### src/rtl/rosc_meas_pkg.sv
// Shared types and helpers for the ring-oscillator measurement sequencer.
package rosc_meas_pkg;

    // Sequencer phases, in the order a measurement walks through them.
    typedef enum logic [2:0] {
        StIdle,
        StPwrUp,
        StWarm,
        StCount,
        StDone
    } meas_state_e;

    // ROSC_SEL encodings; 3 is the illegal code.
    localparam logic [1:0] ROSC_INV  = 2'd0;
    localparam logic [1:0] ROSC_NAND = 2'd1;
    localparam logic [1:0] ROSC_NOR  = 2'd2;

    // Returns {nor, nand, inv}; the illegal code selects nothing.
    function automatic logic [2:0] sel2onehot(input logic [1:0] sel);
        logic [2:0] oh;
        oh = 3'b000;
        case (sel)
            ROSC_INV:  oh = 3'b001;
            ROSC_NAND: oh = 3'b010;
            ROSC_NOR:  oh = 3'b100;
            default:   oh = 3'b000;
        endcase
        return oh;
    endfunction

endpackage

### src/rtl/rosc_edge_sync.sv
// Brings the asynchronous ring output into the clk domain and flags its rising edges.
module rosc_edge_sync (
    input  logic clk,
    input  logic rst_n,
    input  logic async_in,
    output logic rise
);

    logic s1_q, s2_q, s3_q;

    // Two-flop synchroniser plus one delay flop for edge detection.
    always_ff @(posedge clk or negedge rst_n) begin
        if (!rst_n) begin
            s1_q <= 1'b0;
            s2_q <= 1'b0;
            s3_q <= 1'b0;
        end else begin
            s1_q <= async_in;
            s2_q <= s1_q;
            s3_q <= s2_q;
        end
    end

    assign rise = s2_q & ~s3_q;

endmodule

### src/rtl/rosc_meas_sequencer.sv
// Powers, selects and enables one ring, lets it settle, counts its rising edges over a
// fixed clk window and hands the count to the readout logic through valid/ready.
module rosc_meas_sequencer
    import rosc_meas_pkg::*;
#(
    parameter int unsigned CNT_W      = 16,
    parameter int unsigned SETTLE_CYC = 64,
    parameter int unsigned WARM_CYC   = 32,
    parameter int unsigned WIN_CYC    = 1024
) (
    input  logic             clk,
    input  logic             rst_n,
    input  logic             start_meas,
    input  logic [1:0]       rosc_sel,
    input  logic             abort,
    input  logic             rosc_out,
    output logic             en_power_rosc,
    output logic             meas_stress,
    output logic             en_rosc,
    output logic             sel_inv,
    output logic             sel_nand,
    output logic             sel_nor,
    output logic             busy,
    output logic             cnt_valid,
    input  logic             cnt_ready,
    output logic [CNT_W-1:0] cnt_data,
    output logic             cnt_ovf,
    output logic             sel_err
);

    localparam int unsigned MAX_SW  = (SETTLE_CYC > WARM_CYC) ? SETTLE_CYC : WARM_CYC;
    localparam int unsigned MAX_CYC = (MAX_SW > WIN_CYC) ? MAX_SW : WIN_CYC;
    localparam int unsigned PH_W    = $clog2(MAX_CYC + 1);

    meas_state_e      state_q, state_d;
    logic [PH_W-1:0]  ph_q, ph_d;
    logic [CNT_W-1:0] cnt_q, cnt_d;
    logic             ovf_q, ovf_d;
    logic [1:0]       sel_q, sel_d;
    logic             sel_err_q, sel_err_d;
    logic             ph_load;
    logic [PH_W-1:0]  ph_load_val;
    logic             rise;
    logic             idle_start;
    logic [2:0]       sel_oh;

    rosc_edge_sync u_edge_sync (
        .clk      (clk),
        .rst_n    (rst_n),
        .async_in (rosc_out),
        .rise     (rise)
    );

    // A start request is only honoured in IDLE and never alongside abort.
    assign idle_start = (state_q == StIdle) && start_meas && !abort;

    // Next-state logic; each phase reloads the shared down-counter on entry.
    always_comb begin
        state_d     = state_q;
        ph_load     = 1'b0;
        ph_load_val = '0;
        case (state_q)
            StIdle: begin
                if (start_meas && (rosc_sel != 2'd3)) begin
                    state_d     = StPwrUp;
                    ph_load     = 1'b1;
                    ph_load_val = PH_W'(SETTLE_CYC - 1);
                end
            end
            StPwrUp: begin
                if (ph_q == '0) begin
                    state_d     = StWarm;
                    ph_load     = 1'b1;
                    ph_load_val = PH_W'(WARM_CYC - 1);
                end
            end
            StWarm: begin
                if (ph_q == '0) begin
                    state_d     = StCount;
                    ph_load     = 1'b1;
                    ph_load_val = PH_W'(WIN_CYC - 1);
                end
            end
            StCount: begin
                if (ph_q == '0) begin
                    state_d = StDone;
                end
            end
            StDone: begin
                if (cnt_ready) begin
                    state_d = StIdle;
                end
            end
            default: state_d = StIdle;
        endcase
        if (abort) begin
            state_d = StIdle;
        end
    end

    // Phase counter, select latch, sticky select error and saturating edge counter.
    always_comb begin
        ph_d      = ph_q;
        sel_d     = sel_q;
        sel_err_d = sel_err_q;
        cnt_d     = cnt_q;
        ovf_d     = ovf_q;

        if (ph_load) begin
            ph_d = ph_load_val;
        end else if (ph_q != '0) begin
            ph_d = ph_q - PH_W'(1);
        end

        if (idle_start) begin
            sel_err_d = (rosc_sel == 2'd3);
            if (rosc_sel != 2'd3) begin
                sel_d = rosc_sel;
            end
        end

        if ((state_d == StCount) && (state_q != StCount)) begin
            cnt_d = '0;
            ovf_d = 1'b0;
        end else if ((state_q == StCount) && rise) begin
            // Hold at all-ones and remember that an edge was lost.
            if (&cnt_q) begin
                ovf_d = 1'b1;
            end else begin
                cnt_d = cnt_q + CNT_W'(1);
            end
        end
    end

    // State and datapath registers.
    always_ff @(posedge clk or negedge rst_n) begin
        if (!rst_n) begin
            state_q   <= StIdle;
            ph_q      <= '0;
            sel_q     <= ROSC_INV;
            sel_err_q <= 1'b0;
            cnt_q     <= '0;
            ovf_q     <= 1'b0;
        end else begin
            state_q   <= state_d;
            ph_q      <= ph_d;
            sel_q     <= sel_d;
            sel_err_q <= sel_err_d;
            cnt_q     <= cnt_d;
            ovf_q     <= ovf_d;
        end
    end

    // Outputs decode from the state register so reset clears them without a clock.
    always_comb begin
        busy          = (state_q == StPwrUp) || (state_q == StWarm) || (state_q == StCount);
        en_power_rosc = busy;
        meas_stress   = busy;
        en_rosc       = (state_q == StWarm) || (state_q == StCount);
        sel_oh        = busy ? sel2onehot(sel_q) : 3'b000;
        sel_inv       = sel_oh[0];
        sel_nand      = sel_oh[1];
        sel_nor       = sel_oh[2];
        cnt_valid     = (state_q == StDone);
        // Partial counts from an aborted window never reach the port.
        cnt_data      = cnt_valid ? cnt_q : '0;
        cnt_ovf       = cnt_valid & ovf_q;
        sel_err       = sel_err_q;
    end

endmodule

### config.mk
export PLATFORM = sky130hd
export DESIGN_NAME = rosc_meas_sequencer
export DESIGN_NICKNAME = d
export VERILOG_FILES = /design/src/rtl/rosc_meas_pkg.sv /design/src/rtl/rosc_edge_sync.sv /design/src/rtl/rosc_meas_sequencer.sv
export SDC_FILE = /design/constraint.sdc
export NUM_CORES = 1
export LEC_CHECK = 0
export BUFFER_PORTS_ARGS = -buffer_cell sky130_fd_sc_hd__buf_2
export CAP_MARGIN = 20
export CORE_ASPECT_RATIO = 1.4
export CORE_MARGIN = 2
export CORE_UTILIZATION = 55
export CTS_BUF_LIST = sky130_fd_sc_hd__clkbuf_8
export CTS_CLUSTER_DIAMETER = 200
export DETAILED_ROUTE_END_ITERATION = 6
export PLACE_DENSITY_LB_ADDON = 0.2
export REMOVE_ABC_BUFFERS = 1
export SLEW_MARGIN = 20
export SYNTH_ARGS = -nofsm -noshare
export SYNTH_HDL_FRONTEND = slang
export SYNTH_SLANG_ARGS = --single-unit
### constraint.sdc
create_clock -name clk -period 2.7 [get_ports clk]
set_input_delay 0.27 -clock clk [delete_from_list [all_inputs] [get_ports clk]]
set_output_delay 0.27 -clock clk [all_outputs]
set_load 0.005 [all_outputs]
==> results of run 1 <==
-- cell families (layout without fill, tap and decap cells) --
group           count (synthesis)  count (layout)  synth area share [%]
xor+xnor                       19              19                 8.051
flops                          37              37                 44.79
fa+ha+maj                       2               2                 1.210
compound gates                 33              33                 10.41
buf+inv                        22              49                 4.843
mux                             1               1                0.4843
simple gates                  113             113                 30.21
-- path summary, 6_finish.rpt --
| check | startpoint | endpoint |
|---|---|---|
| min in group clk | rosc_out | u_edge_sync.s1_q$_DFF_PN0_ |
| max reg2reg | ph_q[3]$_DFFE_PN0P_ | cnt_q[14]$_DFFE_PN0P_ |
| max | ph_q[3]$_DFFE_PN0P_ | cnt_q[14]$_DFFE_PN0P_ |
| min reg2reg | u_edge_sync.s1_q$_DFF_PN0_ | u_edge_sync.s2_q$_DFF_PN0_ |
| min | rst_n | ph_q[5]$_DFFE_PN0P_ |
| max in group asynchronous | rst_n | cnt_q[4]$_DFFE_PN0P_ |
-- final cells by class --
class	count	area [um^2]
Clock buffer	5	68.82
Clock inverter	1	5.005
Fill cell	323	1304
Inverter	7	26.28
Multi-Input combinational cell	168	1041
Sequential cell	37	925.9
Tap cell	42	52.55
Timing Repair Buffer	36	187.7
-- cell usage in the layout (no fill, tap or decap), types with 4 or more instances in the layout --
cell,n
nor4b_1,5
a21oi_1,9
buf_2,33
nor3_1,4
xnor2_1,13
dfrtp_1,37
and3_1,20
a211oi_1,6
or3_1,5
inv_1,7
nand4_1,5
nor2_1,33
o21ai_0,6
nand2_1,19
clkbuf_8,5
xor2_1,6
-- per-layer routing --
metal	wire, um	up-vias	track usage [%]
met2	2312	39	40.00
met4	51	0	7.619
met3	181	5	4.075
li1	-	851	-
met5	0	-	0
met1	1843	819	26.70
-- per-stage QoR --
stage	power, W	util, %	cell area, um^2	instances
final	0.001152	63.89	2307	296
after global routing	0.001223	63.89	2307	296
after CTS	0.001165	63.89	2307	296
after global placement	0.0008066	61.85	2233	290
after floorplan	0.0007469	-	1993	212
after detailed placement	0.0008131	61.85	2233	290
-- sequential cells by signal, indices dropped and copies added (netlist names) --
| register | flops |
|---|---|
| cnt_q | 16 |
| ph_q | 11 |
| state_q | 3 |
| sel_q | 2 |
| ovf_q | 1 |
| sel_err | 1 |
| u_edge_sync.s1_q | 1 |
| u_edge_sync.s2_q | 1 |
| u_edge_sync.s3_q | 1 |
-- worst max-delay path, delay by kind of cell (launching register included) --
kind / cells / cell delay (ns)
simple gates: 4 / 1.42
flops: 1 / 0.40
compound gates: 1 / 0.08
-- power by group --
part | leakage [nW] | total, W | switching (W) | internal [W]
clock network | 0.0399 | 0.000351 | 0.000181 | 0.000170
registers | 0.438 | 0.000649 | 0.0000468 | 0.000603
logic | 0.618 | 0.000152 | 0.0000860 | 0.0000662
==> summary.md, run 1 <==
| Metric | Value |
|---|---|
| Outcome | `finished, final reports clean` |
| Routability-driven placement congestion ratio | `0.8159` |
| Cell chain of the critical path | `or3_1, nor4_4, nand3_1, nor2_1, a211oi_1` |
| Vias/cell | `a little under 6` |
| Die height | `76.54 um` |
| Final WS setup | `between 0.6 and 0.7 ns` |
| Post-CTS Resized | `0` |
| EDFF count, synth | `0` |
| Commonest cells post-synth | `37 x dfrtp_1, 33 x nor2_1, 20 x and3_1` |
| Avg Inst Size Synth | `~9 um^2` |
| Register-to-register setup slack | `between 0.6 and 0.7 ns` |
| Worst-Skew Late Latency | `a little under 0.3 ns` |
| Die area | `around 4300 um^2` |
| DP Wirelength | `between 3000 and 4000 um` |
| Nets | `265` |
| Setup Crit Path Kind | `flop to flop` |
| Layout cells sized above 1 | `about 18%` |
| # diodes | `0` |
| Clock transition at the registers of the reported paths | `around 0.070 ns` |
| Final min period | `~2.0 ns` |
| Pwr/cell area | `between 400 and 500 nW/um^2` |
| Synth top area share | `44.79%` |
| CTS H-tree lvls | `2` |
| Slew @ Worst Pin | `between 0.7 and 0.8 ns` |
| TritonRoute pass-1 iters | `4` |
| Register area share after synthesis | `~45%` |
| IO Port Bufs | `33` |
| CTS sink count | `37` |
| Setup TNS | `0 ns` |
| Ys async rst share | `100.0%` |
| Worst Hold Margin | `between 0.06 and 0.07 ns` |
| Post-synthesis cell count | `about 230` |
| Yosys Warn Count | `0` |
| Primary FF master, synth | `dfrtp_1` |
| Core area | `between 3000 and 4000 um^2` |
| First-pass GRT wire length | `about 7600 um` |
| Seq cells post-synth | `37` |
| Unique masters post-synth | `between 40 and 50` |
| WP data required | `between 2 and 3 ns` |
| # DRC | `0` |
| CP startpoint kind | `flop` |
| Worst-case clock buffer depth | `2` |
| Remaining Overflow, GRT | `0` |
| Vias in the first global route | `around 1700` |
| GRT Resource Usage Total | `about 22%` |
| Die Wd | `between 50 and 60 um` |
| Crit-path slowest cell | `or3_1` |
| Initial antenna violation count | `0` |
| Max Clk Rate | `between 400 and 500 MHz` |
| Setup-failing EPs final | `0` |
| DRT Wirelength | `4388 um` |
| Setup Fix Bufs, Post-CTS | `0` |
| CTS Hold Bufs | `0` |
| Worst slew margin | `a little under half` |
| Synth area leader | `dfrtp_1` |
| CP Capture Type | `flop` |
| Count leader, synth | `dfrtp_1` |
| CTS root buf | `clkbuf_8` |
| RSZ-0062 raised after global routing | `false` |
| Ranking of synthesized cells by area | `dfrtp_1 45%, and3_1 6.1%, nor2_1 6.0%` |
| Setup WS pre-CTS | `around 0.65 ns` |
| Antenna Nets Post-Route | `0` |
| DRT iter0 DRCs | `88` |
| Worst Reg-to-Reg Cells | `5` |
| CP arrival | `roughly 2.2 ns` |
| Final hold vios | `0` |
| Max VDD drop | `between 300 and 400 uV` |
| P_leak | `1.095 nW` |
| Synth Cell Area | `2067 um^2` |
| Initial Util | `roughly 57%` |
| Worst hold path type | `input port to asynchronous set/reset pin` |
| Routed WL per cell | `14.82 um` |
| Max-capacitance violation count | `0` |
| Crit share post-route | `roughly 75%` |
| Via Count | `between 1500 and 2000` |
| Io pins | `34` |
| Row cnt | `26` |
| Area growth, synth to finish | `11.62%` |
| Crit Path Max Fanout | `6` |
| Fin Clk Skew | `0.003086 ns` |
| Num CTS Buffers | `5` |
| CP max stage delay | `0.47 ns` |
| CTS tree | `done` |
| Largest net degree at the start of global routing | `38` |
| Slew Limit Fails | `0` |
Note: power is estimated with default switching activity, not from simulation.
==> run 2, diff against run 1 <==
Settings changed: ABC_AREA set to 1, CORE_UTILIZATION 55 to 53.
Clock period 2.7 ns to 1.7 ns, I/O delays scaled along.
==> summary.md, run 2 <==
| Metric | Value |
|---|---|
| Outcome | `finished, final reports clean` |
| Pwr/cell area | `roughly 620 nW/um^2` |
| Biggest register | `cnt_q` |
| WP data required | `~1.9 ns` |
| Final WS setup | `0.05581 ns` |
| Vias in the first global route | `between 2000 and 2500` |
| RSZ-0062 raised after global routing | `true` |
| Leading cell type in the layout, fill and taps excluded | `nand2_1` |
| FILL cells | `around 360` |
| Top flop regs | `cnt_q (16), ph_q (11), state_q (3)` |
| Row cnt | `28` |
| Nets | `slightly above 400` |
| Synth Area in Adders | `1.076%` |
| Unique masters post-synth | `30` |
| Antenna Nets Post-Route | `0` |
| Ys async rst share | `100.0%` |
| Max reg flops | `16` |
| Seq cells post-synth | `37` |
| Area of the multi-input gates | `1222 um^2` |
| TritonRoute pass-1 iters | `4` |
| Area growth, synth to finish | `30.25%` |
| Max Clk Rate | `between 600 and 700 MHz` |
| Crit share post-route | `between 90% and 100%` |
| Num CTS Buffers | `5` |
| Critical Path Source | `ph_q[0]$_DFFE_PN0P_` |
| CP Capture Type | `flop` |
| Ranking of synthesized cells by area | `dfrtp_1 40%, nand2_1 11%, inv_1 9.4%` |
| Worst r2r src | `ph_q[0]$_DFFE_PN0P_` |
| Crit Path Max Fanout | `12` |
| # DRC | `0` |
| Die area | `4940 um^2` |
| Max VDD drop | `~460 uV` |
| CTS root buf | `clkbuf_8` |
| CTS H-tree lvls | `2` |
| CP arrival | `roughly 1.8 ns` |
| # diodes | `0` |
| Clock transition at the registers of the reported paths | `about 0.07 ns` |
| DP Wirelength | `~4200 um` |
| Avg Inst Size Synth | `around 7 um^2` |
| Final hold vios | `0` |
| Synth area leader | `dfrtp_1` |
| First-pass GRT wire length | `slightly above 9000 um` |
| Setup-failing EPs final | `0` |
| Worst hold path type | `input port to flop` |
| CP startpoint kind | `flop` |
| Largest net degree at the start of global routing | `21` |
| Worst slew margin | `between 70% and 80%` |
| Worst-Skew Late Latency | `approximately 0.29 ns` |
| FF+latch area | `925.9 um^2` |
| Register area share after synthesis | `between 30% and 40%` |
| Vias/cell | `4.987` |
| CTS tree | `done` |
| Primary FF master, synth | `dfrtp_1` |
| DRT iter0 DRCs | `82` |
| Mux share of post-synthesis cell area | `0%` |
| Yosys Warn Count | `0` |
| Routed WL per cell | `around 12 um` |
| Synth Cell Area | `2325 um^2` |
| Post-synthesis cell count | `about 320` |
| Slew @ Worst Pin | `around 0.43 ns` |
| Die height | `roughly 82 um` |
| Worst-case clock buffer depth | `2` |
| Routability-driven placement congestion ratio | `approximately 0.9` |
| Fraction of the mapped netlist area in simple logic gates | `between 30% and 40%` |
| Count leader, synth | `nand2_1` |
| Xor-xnor portion of the synthesized cell area | `around 4.5%` |
| Via Count | `2274` |
| Slew Limit Fails | `0` |
| Core area | `around 4200 um^2` |
| IO Port Bufs | `33` |
| Die Wd | `roughly 60 um` |
| Initial antenna violation count | `0` |
| Main combinational cell family by area after synthesis | `simple AND/OR/NAND/NOR gates` |
| EDFF count, synth | `0` |
| Commonest cells after routing, fill and taps aside | `65 x nand2_1, 56 x inv_1, 39 x nor2_1` |
| Layout cells sized above 1 | `28.79%` |
| Max-capacitance violation count | `0` |
| Synth top area share | `between 30% and 40%` |
| Fin Clk Skew | `roughly 0.0037 ns` |
| Remaining Overflow, GRT | `0` |
| Synth Area in Compound Gates | `a little over 4%` |
| P_leak | `~1.6 nW` |
| DRT Wirelength | `5453 um` |
| Commonest cells post-synth | `69 x nand2_1, 58 x inv_1, 47 x nor2_1` |
| Worst Hold Margin | `0.06095 ns` |
| Final min period | `roughly 1.6 ns` |
| Power Total | `~0.0019 W` |
| Initial Util | `between 50% and 60%` |
| CTS sink count | `37` |
| HP Start | `abort` |
| Io pins | `34` |
| Setup WS pre-CTS | `-0.07838 ns` |
| Setup Crit Path Kind | `flop to flop` |
| GRT Resource Usage Total | `about 25%` |
run 2: cell types whose count changed in the layout (fill, tap and decap cells not counted), sizes merged, moves of 17 or more:
| cell | change |
|---|---|
| nand2 | +59 |
| inv | +55 |
| buf | +32 |
| nand3 | +30 |
| and3 | -20 |
| nor2 | +17 |
run 2: critical path: stages, from the launching register on:
cell and delay, ns:
dfrtp_1 0.39, inv_2 0.08, ha_4 0.15, nand2_4 0.07, nor2_8 0.17, nand3_1 0.14, nand3_1 0.13, nand4_1 0.08
buf_4 0.19, nand3_1 0.09, nand2_1 0.05
run 2: final cells by class:
type	count	area share [%]
Timing Repair Buffer	70	16.03
Clock inverter	3	0.4545
Sequential cell	37	30.58
Clock buffer	5	2.273
Tap cell	60	2.479
Inverter	61	7.810
Multi-Input combinational cell	220	40.37
run 2: timing repair:
action                                  CTS  global route
gates resized for setup                   5            28
endpoints found under the hold margin    18             0
cloned                                    0             1
endpoints found under the setup margin   16            43
pin swaps                                 1             6
hold buffers                              2             0
buffers inserted                          0             5
run 2: cells by family (layout without fill, tap and decap cells):
logic type | count (synthesis) | after routing
DFF | 37 | 37
buffers and inverters | 67 | 139
adders and majority gates | 2 | 2
and+or+nand+nor | 187 | 188
xor gates and xnor gates | 12 | 12
AOI/OAI and AO/OA | 18 | 18
run 2: worst paths after layout:
path                                         endpoint  slack, ns  cells past startpoint
setup reg to reg                cnt_q[14]$_DFFE_PN0P_       0.06                     10
setup / recovery                cnt_q[14]$_DFFE_PN0P_       0.06                     10
hold reg to reg            u_edge_sync.s2_q$_DFF_PN0_       0.35                      0
hold / removal                   state_q[2]$_DFF_PN0_       0.06                      2
max in group asynchronous        cnt_q[4]$_DFFE_PN0P_       0.91                      3
min in group asynchronous        sel_q[1]$_DFFE_PN0P_       0.35                      2
run 2: per-stage QoR:
step | utilization (%) | instances | TNS, ns | instance area [um^2]
after floorplan | - | 317 | -0.7862 | 2272
after global placement | 64.88 | 440 | 0 | 2750
after detailed placement | 64.88 | 440 | -0.7620 | 2750
after CTS | 67.89 | 450 | 0 | 2878
after global routing | 71.43 | 456 | -0.4775 | 3028
final | 71.43 | 456 | 0 | 3028
run 2: where the power goes:
group / internal [W] / total, W / switching [W] / leakage (nW)
Combinational: 0.000142 / 0.000299 / 0.000156 / 1.09
Clock: 0.000278 / 0.000590 / 0.000312 / 0.0491
Sequential: 0.000932 / 0.000974 / 0.0000416 / 0.475
run 2: layer usage:
metal | wire length [um] | vias to the layer above | part of all wire (%) | global-route usage, %
met3 | 144 | 14 | 2.6 | 4.829
met2 | 3014 | 41 | 55 | 45.54
met4 | 179 | 0 | 3.3 | 11.33
met5 | 0 | - | 0 | 0
met1 | 2114 | 1069 | 39 | 26.17
li1 | - | 1150 | - | -
